`config.mk`:
```
export PLATFORM = sky130hd
export DESIGN_NAME = fifo_ram_ctrl_flat
export DESIGN_NICKNAME = d
export VERILOG_FILES = /design/src/rtl/fifo_ram_ctrl_if.sv /design/src/rtl/fifo_ram_ctrl.sv /design/src/flat_wrapper.sv
export SDC_FILE = /design/constraint.sdc
export NUM_CORES = 1
export LEC_CHECK = 0
export BUFFER_PORTS_ARGS = -buffer_cell sky130_fd_sc_hd__buf_2
export CORE_UTILIZATION = 48
export DETAILED_ROUTE_END_ITERATION = 10
export GPL_ROUTABILITY_DRIVEN = 1
export PLACE_DENSITY_LB_ADDON = 0.05
export REMOVE_ABC_BUFFERS = 1
export SLEW_MARGIN = 0
export SYNTH_ARGS = -nofsm -noshare
export SYNTH_HDL_FRONTEND = slang
export SYNTH_SLANG_ARGS = --single-unit
```
`constraint.sdc`:
```
create_clock -name clk -period 3.3 [get_ports clk]
set_input_delay 0.165 -clock clk [delete_from_list [all_inputs] [get_ports clk]]
set_output_delay 0.165 -clock clk [all_outputs]
set_load 0.05 [all_outputs]
```
`src/rtl/fifo_ram_ctrl_if.sv`:
```
// Producer/consumer handshake bundle for fifo_ram_ctrl.
// Producer drives in_valid/in_data; consumer drives pop.
interface fifo_ram_ctrl_if #(
    parameter int ADDR_WIDTH = 4,
    parameter int DATA_WIDTH = 4
);
    logic                  in_valid;
    logic [DATA_WIDTH-1:0] in_data;
    logic                  in_ready;
    logic                  pop;
    logic                  out_valid;
    logic [DATA_WIDTH-1:0] out_data;
    logic                  full;
    logic                  empty;
    logic [ADDR_WIDTH:0]   count;

    modport master (
        output in_valid, in_data, pop,
        input  in_ready, out_valid, out_data,
        input  full, empty, count
    );

    modport slave (
        input  in_valid, in_data, pop,
        output in_ready, out_valid, out_data,
        output full, empty, count
    );
endinterface

```
`src/rtl/fifo_ram_ctrl.sv`:
```
// FIFO controller over an external single-port RAM with registered read.
// One RAM access per cycle; a pop wins over a push.
module fifo_ram_ctrl #(
    parameter int ADDR_WIDTH = 4,
    parameter int DATA_WIDTH = 4
) (
    input  logic                  clk,
    input  logic                  rst_n,
    fifo_ram_ctrl_if.slave        bus,
    output logic                  ram_wr_en,
    output logic [ADDR_WIDTH-1:0] ram_addr,
    output logic [DATA_WIDTH-1:0] ram_wdata,
    input  logic [DATA_WIDTH-1:0] ram_rdata
);
    localparam logic [ADDR_WIDTH:0] FULL_CNT =
        {1'b1, {ADDR_WIDTH{1'b0}}};

    logic [ADDR_WIDTH-1:0] wr_ptr;
    logic [ADDR_WIDTH-1:0] rd_ptr;
    logic [ADDR_WIDTH:0]   count;
    logic                  rd_pend;

    logic empty;
    logic full;
    logic pop_acc;
    logic push_acc;
    logic in_ready;

    assign empty    = (count == '0);
    assign full     = (count == FULL_CNT);
    assign pop_acc  = bus.pop & ~empty;
    assign in_ready = ~full & ~pop_acc;
    assign push_acc = bus.in_valid & in_ready;

    always_comb begin
        ram_wr_en = 1'b0;
        ram_addr  = rd_ptr;
        ram_wdata = bus.in_data;
        if (push_acc) begin
            ram_wr_en = 1'b1;
            ram_addr  = wr_ptr;
        end
    end

    always_ff @(posedge clk or negedge rst_n) begin
        if (!rst_n) begin
            wr_ptr  <= '0;
            rd_ptr  <= '0;
            count   <= '0;
            rd_pend <= 1'b0;
        end else begin
            rd_pend <= pop_acc;
            if (pop_acc) begin
                rd_ptr <= rd_ptr + ADDR_WIDTH'(1);
                count  <= count - (ADDR_WIDTH+1)'(1);
            end else if (push_acc) begin
                wr_ptr <= wr_ptr + ADDR_WIDTH'(1);
                count  <= count + (ADDR_WIDTH+1)'(1);
            end
        end
    end

    // Read data arrives one cycle after the pop, straight from the RAM.
    assign bus.in_ready  = in_ready;
    assign bus.out_valid = rd_pend;
    assign bus.out_data  = ram_rdata;
    assign bus.full      = full;
    assign bus.empty     = empty;
    assign bus.count     = count;
endmodule

```
`src/flat_wrapper.sv`:
```
// flat-port wrapper written by rule: the top's interface ports become plain ports
module fifo_ram_ctrl_flat 
#(
    parameter int ADDR_WIDTH = 4,
    parameter int DATA_WIDTH = 4
)
  (clk, rst_n, ram_wr_en, ram_addr, ram_wdata, ram_rdata, bus_in_valid, bus_in_data, bus_pop, bus_in_ready, bus_out_valid, bus_out_data, bus_full, bus_empty, bus_count);
  fifo_ram_ctrl_if #(.ADDR_WIDTH(ADDR_WIDTH), .DATA_WIDTH(DATA_WIDTH)) bus_i ();
  input  logic clk;
  input  logic rst_n;
  output logic ram_wr_en;
  output logic [ADDR_WIDTH-1:0] ram_addr;
  output logic [DATA_WIDTH-1:0] ram_wdata;
  input  logic [DATA_WIDTH-1:0] ram_rdata;
  input wire logic [$bits(bus_i.in_valid)-1:0] bus_in_valid;
  input wire logic [$bits(bus_i.in_data)-1:0] bus_in_data;
  input wire logic [$bits(bus_i.pop)-1:0] bus_pop;
  output wire logic [$bits(bus_i.in_ready)-1:0] bus_in_ready;
  output wire logic [$bits(bus_i.out_valid)-1:0] bus_out_valid;
  output wire logic [$bits(bus_i.out_data)-1:0] bus_out_data;
  output wire logic [$bits(bus_i.full)-1:0] bus_full;
  output wire logic [$bits(bus_i.empty)-1:0] bus_empty;
  output wire logic [$bits(bus_i.count)-1:0] bus_count;
  assign bus_i.in_valid = bus_in_valid;
  assign bus_i.in_data = bus_in_data;
  assign bus_i.pop = bus_pop;
  assign bus_in_ready = bus_i.in_ready;
  assign bus_out_valid = bus_i.out_valid;
  assign bus_out_data = bus_i.out_data;
  assign bus_full = bus_i.full;
  assign bus_empty = bus_i.empty;
  assign bus_count = bus_i.count;
  fifo_ram_ctrl #(.ADDR_WIDTH(ADDR_WIDTH), .DATA_WIDTH(DATA_WIDTH)) u_core (.clk(clk), .rst_n(rst_n), .bus(bus_i), .ram_wr_en(ram_wr_en), .ram_addr(ram_addr), .ram_wdata(ram_wdata), .ram_rdata(ram_rdata));
endmodule
```
==> metrics.txt <==
# TYPE chip_impl_metric gauge
chip_impl_info{name="timing.hold.worst.class",value="primary input to register"} 1
chip_impl_metric{name="core",unit="mm^2"} 0.001764
chip_impl_metric{name="drt_iter0_drcs",unit=""} 2
chip_impl_metric{name="ys_seq_elements",unit=""} 14
chip_impl_metric{name="avgRoutedWirePerCell",unit="um"} 14.53
chip_impl_metric{name="ir_drop",unit="uV"} 842.3
chip_impl_metric{name="timing.hold.worst_path_depth",unit=""} 3
chip_impl_metric{name="chipWidth",unit="um"} 45.83
chip_impl_metric{name="power_leakage",unit="nW"} 0.4446
chip_impl_info{name="dominant_cell_by_count_in_the_synthesized_netlist",value="dfrtp_1"} 1
chip_impl_info{name="run_status",value="completed"} 1
chip_impl_metric{name="first_global_vias",unit=""} 648
chip_impl_info{name="netlist.top_cell.by_area",value="dfrtp_1"} 1
chip_impl_metric{name="final_antenna_net_count",unit=""} 0
chip_impl_metric{name="finalCritPeriodShare",unit="%"} 87.14
chip_impl_metric{name="count_of_mapped_cells_out_of_synthesis",unit=""} 82
chip_impl_metric{name="vias_per_cell",unit=""} 5.600
chip_impl_info{name="r2r_end",value="u_core.bus.count[4]"} 1
chip_impl_info{name="grt_setup_unrepaired",value="no"} 1
chip_impl_metric{name="dpl.hpwl",unit="um"} 1333
chip_impl_metric{name="final_net_count",unit=""} 114
chip_impl_metric{name="gr-usage-all-layers",unit="%"} 19.95
chip_impl_metric{name="timing.max_cap.violations",unit=""} 0
chip_impl_metric{name="globalplace.congestion",unit=""} 0.7544
chip_impl_metric{name="post_cts_resized",unit=""} 0
chip_impl_metric{name="max_slew_margin",unit="%"} 48.70
chip_impl_metric{name="portBuffers",unit=""} 17
chip_impl_info{name="setup_cp_type",value="register to register"} 1
chip_impl_metric{name="final_util",unit="%"} 57.45
chip_impl_metric{name="timing.setup.tns",unit="ns"} 0
chip_impl_info{name="crit_path_start_kind",value="register"} 1
chip_impl_metric{name="timing.final.hold_violations",unit=""} 0
chip_impl_metric{name="worst-path-max-fanout",unit=""} 9
chip_impl_metric{name="area.growth.synth_to_final",unit="%"} 9.905
chip_impl_metric{name="cts_max_level",unit=""} 1
chip_impl_metric{name="initial_antenna_violation_count",unit=""} 0
chip_impl_metric{name="final.min_clock_period",unit="ns"} 2.876
chip_impl_metric{name="syn-cell-area",unit="um^2"} 922.1
chip_impl_info{name="post_synth_most_frequent_cells",value="dfrtp_1, buf_4, nor2_1, mux2_2"} 1
chip_impl_metric{name="reg2regPathDepth",unit=""} 7
chip_impl_metric{name="synth_top_area_share",unit="%"} 37.99
chip_impl_metric{name="r2r_setup_slack",unit="ns"} 0.42
chip_impl_info{name="cts_tree",value="done"} 1
chip_impl_metric{name="die_h",unit="um"} 45.83
chip_impl_metric{name="detailed_routed_wire_length_on_met3",unit="um"} 97
chip_impl_info{name="clock_tree.root_cell",value="clkbuf_4"} 1
chip_impl_metric{name="timing_max_transition_violations_final",unit=""} 0
chip_impl_metric{name="clk_pin_slew_worst_paths",unit="ns"} 0.08
chip_impl_info{name="timing.critical_path.from",value="u_core.bus.count[0]"} 1
chip_impl_metric{name="fillerInstances",unit=""} 180
chip_impl_metric{name="gr-total-overflow",unit=""} 0
chip_impl_info{name="worst_r2r_startpoint",value="u_core.bus.count[0]"} 1
chip_impl_metric{name="floorplan.io_pins",unit=""} 34
chip_impl_metric{name="placementRows",unit=""} 15
chip_impl_metric{name="setup_violations_final",unit=""} 0
chip_impl_metric{name="cts.sink_count",unit=""} 14
chip_impl_metric{name="synthesis.area_per_instance",unit="um^2"} 11.25
chip_impl_metric{name="measured_slew_at_the_worst_slew_check_pin",unit="ns"} 0.7678
chip_impl_metric{name="routed_wl",unit="um"} 1743
chip_impl_metric{name="power-per-cell-area",unit="mW/mm^2"} 1182
chip_impl_metric{name="met1Wirelength",unit="um"} 779
chip_impl_info{name="synth.area.top_cells",value="dfrtp_1, mux2_2, ha_1, buf_4, xnor2_1"} 1
chip_impl_metric{name="synth_seq_area_share",unit="%"} 37.99
chip_impl_metric{name="cts-buffers-inserted",unit=""} 3
chip_impl_metric{name="post_synth_num_cell_types",unit=""} 30
chip_impl_info{name="critPathCapture",value="u_core.bus.count[4]"} 1
chip_impl_metric{name="post_route_cells_drive_above_1_share",unit="%"} 35.79
chip_impl_metric{name="synth-async-reset-ratio",unit="%"} 100.0
chip_impl_info{name="routed.top_layer",value="met4"} 1
chip_impl_metric{name="detail_route.drc_violations",unit=""} 0
chip_impl_metric{name="routed_via_count",unit=""} 672
chip_impl_metric{name="start_util",unit="%"} 52.27
chip_impl_metric{name="die_area",unit="mm^2"} 0.002100
chip_impl_metric{name="final.setup_skew",unit="ns"} 0.003870
chip_impl_metric{name="worst_skew_pair.late_latency",unit="ns"} 0.27
chip_impl_metric{name="required",unit="ns"} 3.46
chip_impl_metric{name="routed-wl-met2",unit="um"} 840
chip_impl_metric{name="max-clock-path-buffers",unit=""} 2
chip_impl_metric{name="n_antenna_cell",unit=""} 0
chip_impl_metric{name="timing.critical_path.arrival",unit="ns"} 3.03
chip_impl_info{name="endpoint_kind",value="register"} 1
chip_impl_info{name="synth_top_flop_cell",value="dfrtp_1"} 1
chip_impl_metric{name="synth.yosys.warnings",unit=""} 0
chip_impl_metric{name="synth_enable_flop_cells",unit=""} 0
chip_impl_metric{name="max_freq",unit="MHz"} 347.7
chip_impl_metric{name="grt_pass1_wl",unit="um"} 2898
chip_impl_metric{name="drt-pass1-iter-count",unit=""} 2
chip_impl_metric{name="maximum_number_of_pins_on_one_net_before_global_route_repair",unit=""} 15
==> stage by stage <==
step / hold WS, ns / instances / setup WS [ns] / power [mW] / instance area (um^2)
after floorplan: -0.1306 / 73 / 0.5212 / 0.9222 / 850.8
after global placement: 0.07105 / 115 / 0.6278 / 1.073 / 967.2
after detailed placement: 0.07082 / 115 / 0.4881 / 1.082 / 967.2
after CTS: 0.2023 / 120 / 0.4959 / 1.208 / 1013
after global routing: 0.2192 / 120 / 0.2595 / 1.289 / 1013
final: 0.2099 / 120 / 0.4243 / 1.197 / 1013
==> cell usage in the layout (no fill, tap or decap), drive strengths merged, types with 3 or more instances in the layout <==
master,count
mux2,6
xor2,4
dfrtp,14
xnor2,5
nand2,3
buf,17
ha,5
nor2,7
a21oi,5
a21boi,3
clkbuf,4
==> logic make-up (layout without fill, tap and decap cells) <==
kind of cell | Yosys count | count (layout) | synth area share [%]
buffers and inverters | 10 | 23 | 8.141
xor gates and xnor gates | 9 | 9 | 8.548
muxes | 7 | 7 | 9.769
AOI/OAI and AO/OA | 18 | 18 | 14.52
DFF | 14 | 14 | 37.99
and+or+nand+nor | 18 | 18 | 12.08
adders and majority gates | 6 | 6 | 8.955
==> how the worst min path moves through the flow <==
stage,start,endpoint,slack (ns)
2_1_floorplan,rst_n,u_core.bus.count[0],-0.13
3_3_place_gp,rst_n,u_core.wr_ptr[2],0.07
3_5_place_dp,rst_n,u_core.wr_ptr[2],0.07
4_1_cts,bus_in_valid,u_core.bus.count[2],0.20
5_1_grt,bus_in_valid,u_core.bus.count[2],0.22
6_report,bus_in_valid,u_core.bus.count[2],0.21
==> worst max-delay path: stages, from the launching register on <==
cell      delay [ns]
dfrtp_1         0.58
nor4_4          0.13
a21boi_1        0.65
ha_1            0.40
a21oi_1         0.32
a21oi_1         0.16
a41o_2          0.25
a221o_1         0.28
==> sequential cells by signal (all words and copies together), names as in the netlist <==
name	flops
u_core.bus.count	5
u_core.bus.out_valid	1
u_core.rd_ptr	4
u_core.wr_ptr	4
==> where the power goes <==
group / internal, mW / switching (mW) / leakage [nW] / total [mW]
Sequential: 0.258 / 0.129 / 0.164 / 0.387
Combinational: 0.250 / 0.442 / 0.260 / 0.692
Clock: 0.0670 / 0.0510 / 0.0210 / 0.118
==> layout make-up <==
type / instances / area, um^2 / area share (%)
clock buffers: 4 / 36.28 / 3.580
inverters: 1 / 3.754 / 0.3704
multi-input cells: 58 / 496.7 / 49.01
flip-flops and latches: 14 / 350.3 / 34.57
well taps: 25 / 31.28 / 3.086
repair buffers: 18 / 95.09 / 9.383
==> per-layer routing <==
metal	GRT usage, %	up-vias
met5	0	-
met4	12.35	0
met3	5.159	2
met2	33.14	26
met1	22.66	326
li1	-	318
==> what timing repair did <==
item / CTS / global route
setup buffers: 0 / 0
hold buffers: 1 / 0
hold endpoints to repair: 14 / 0
Note: power is estimated with default switching activity, not from simulation.
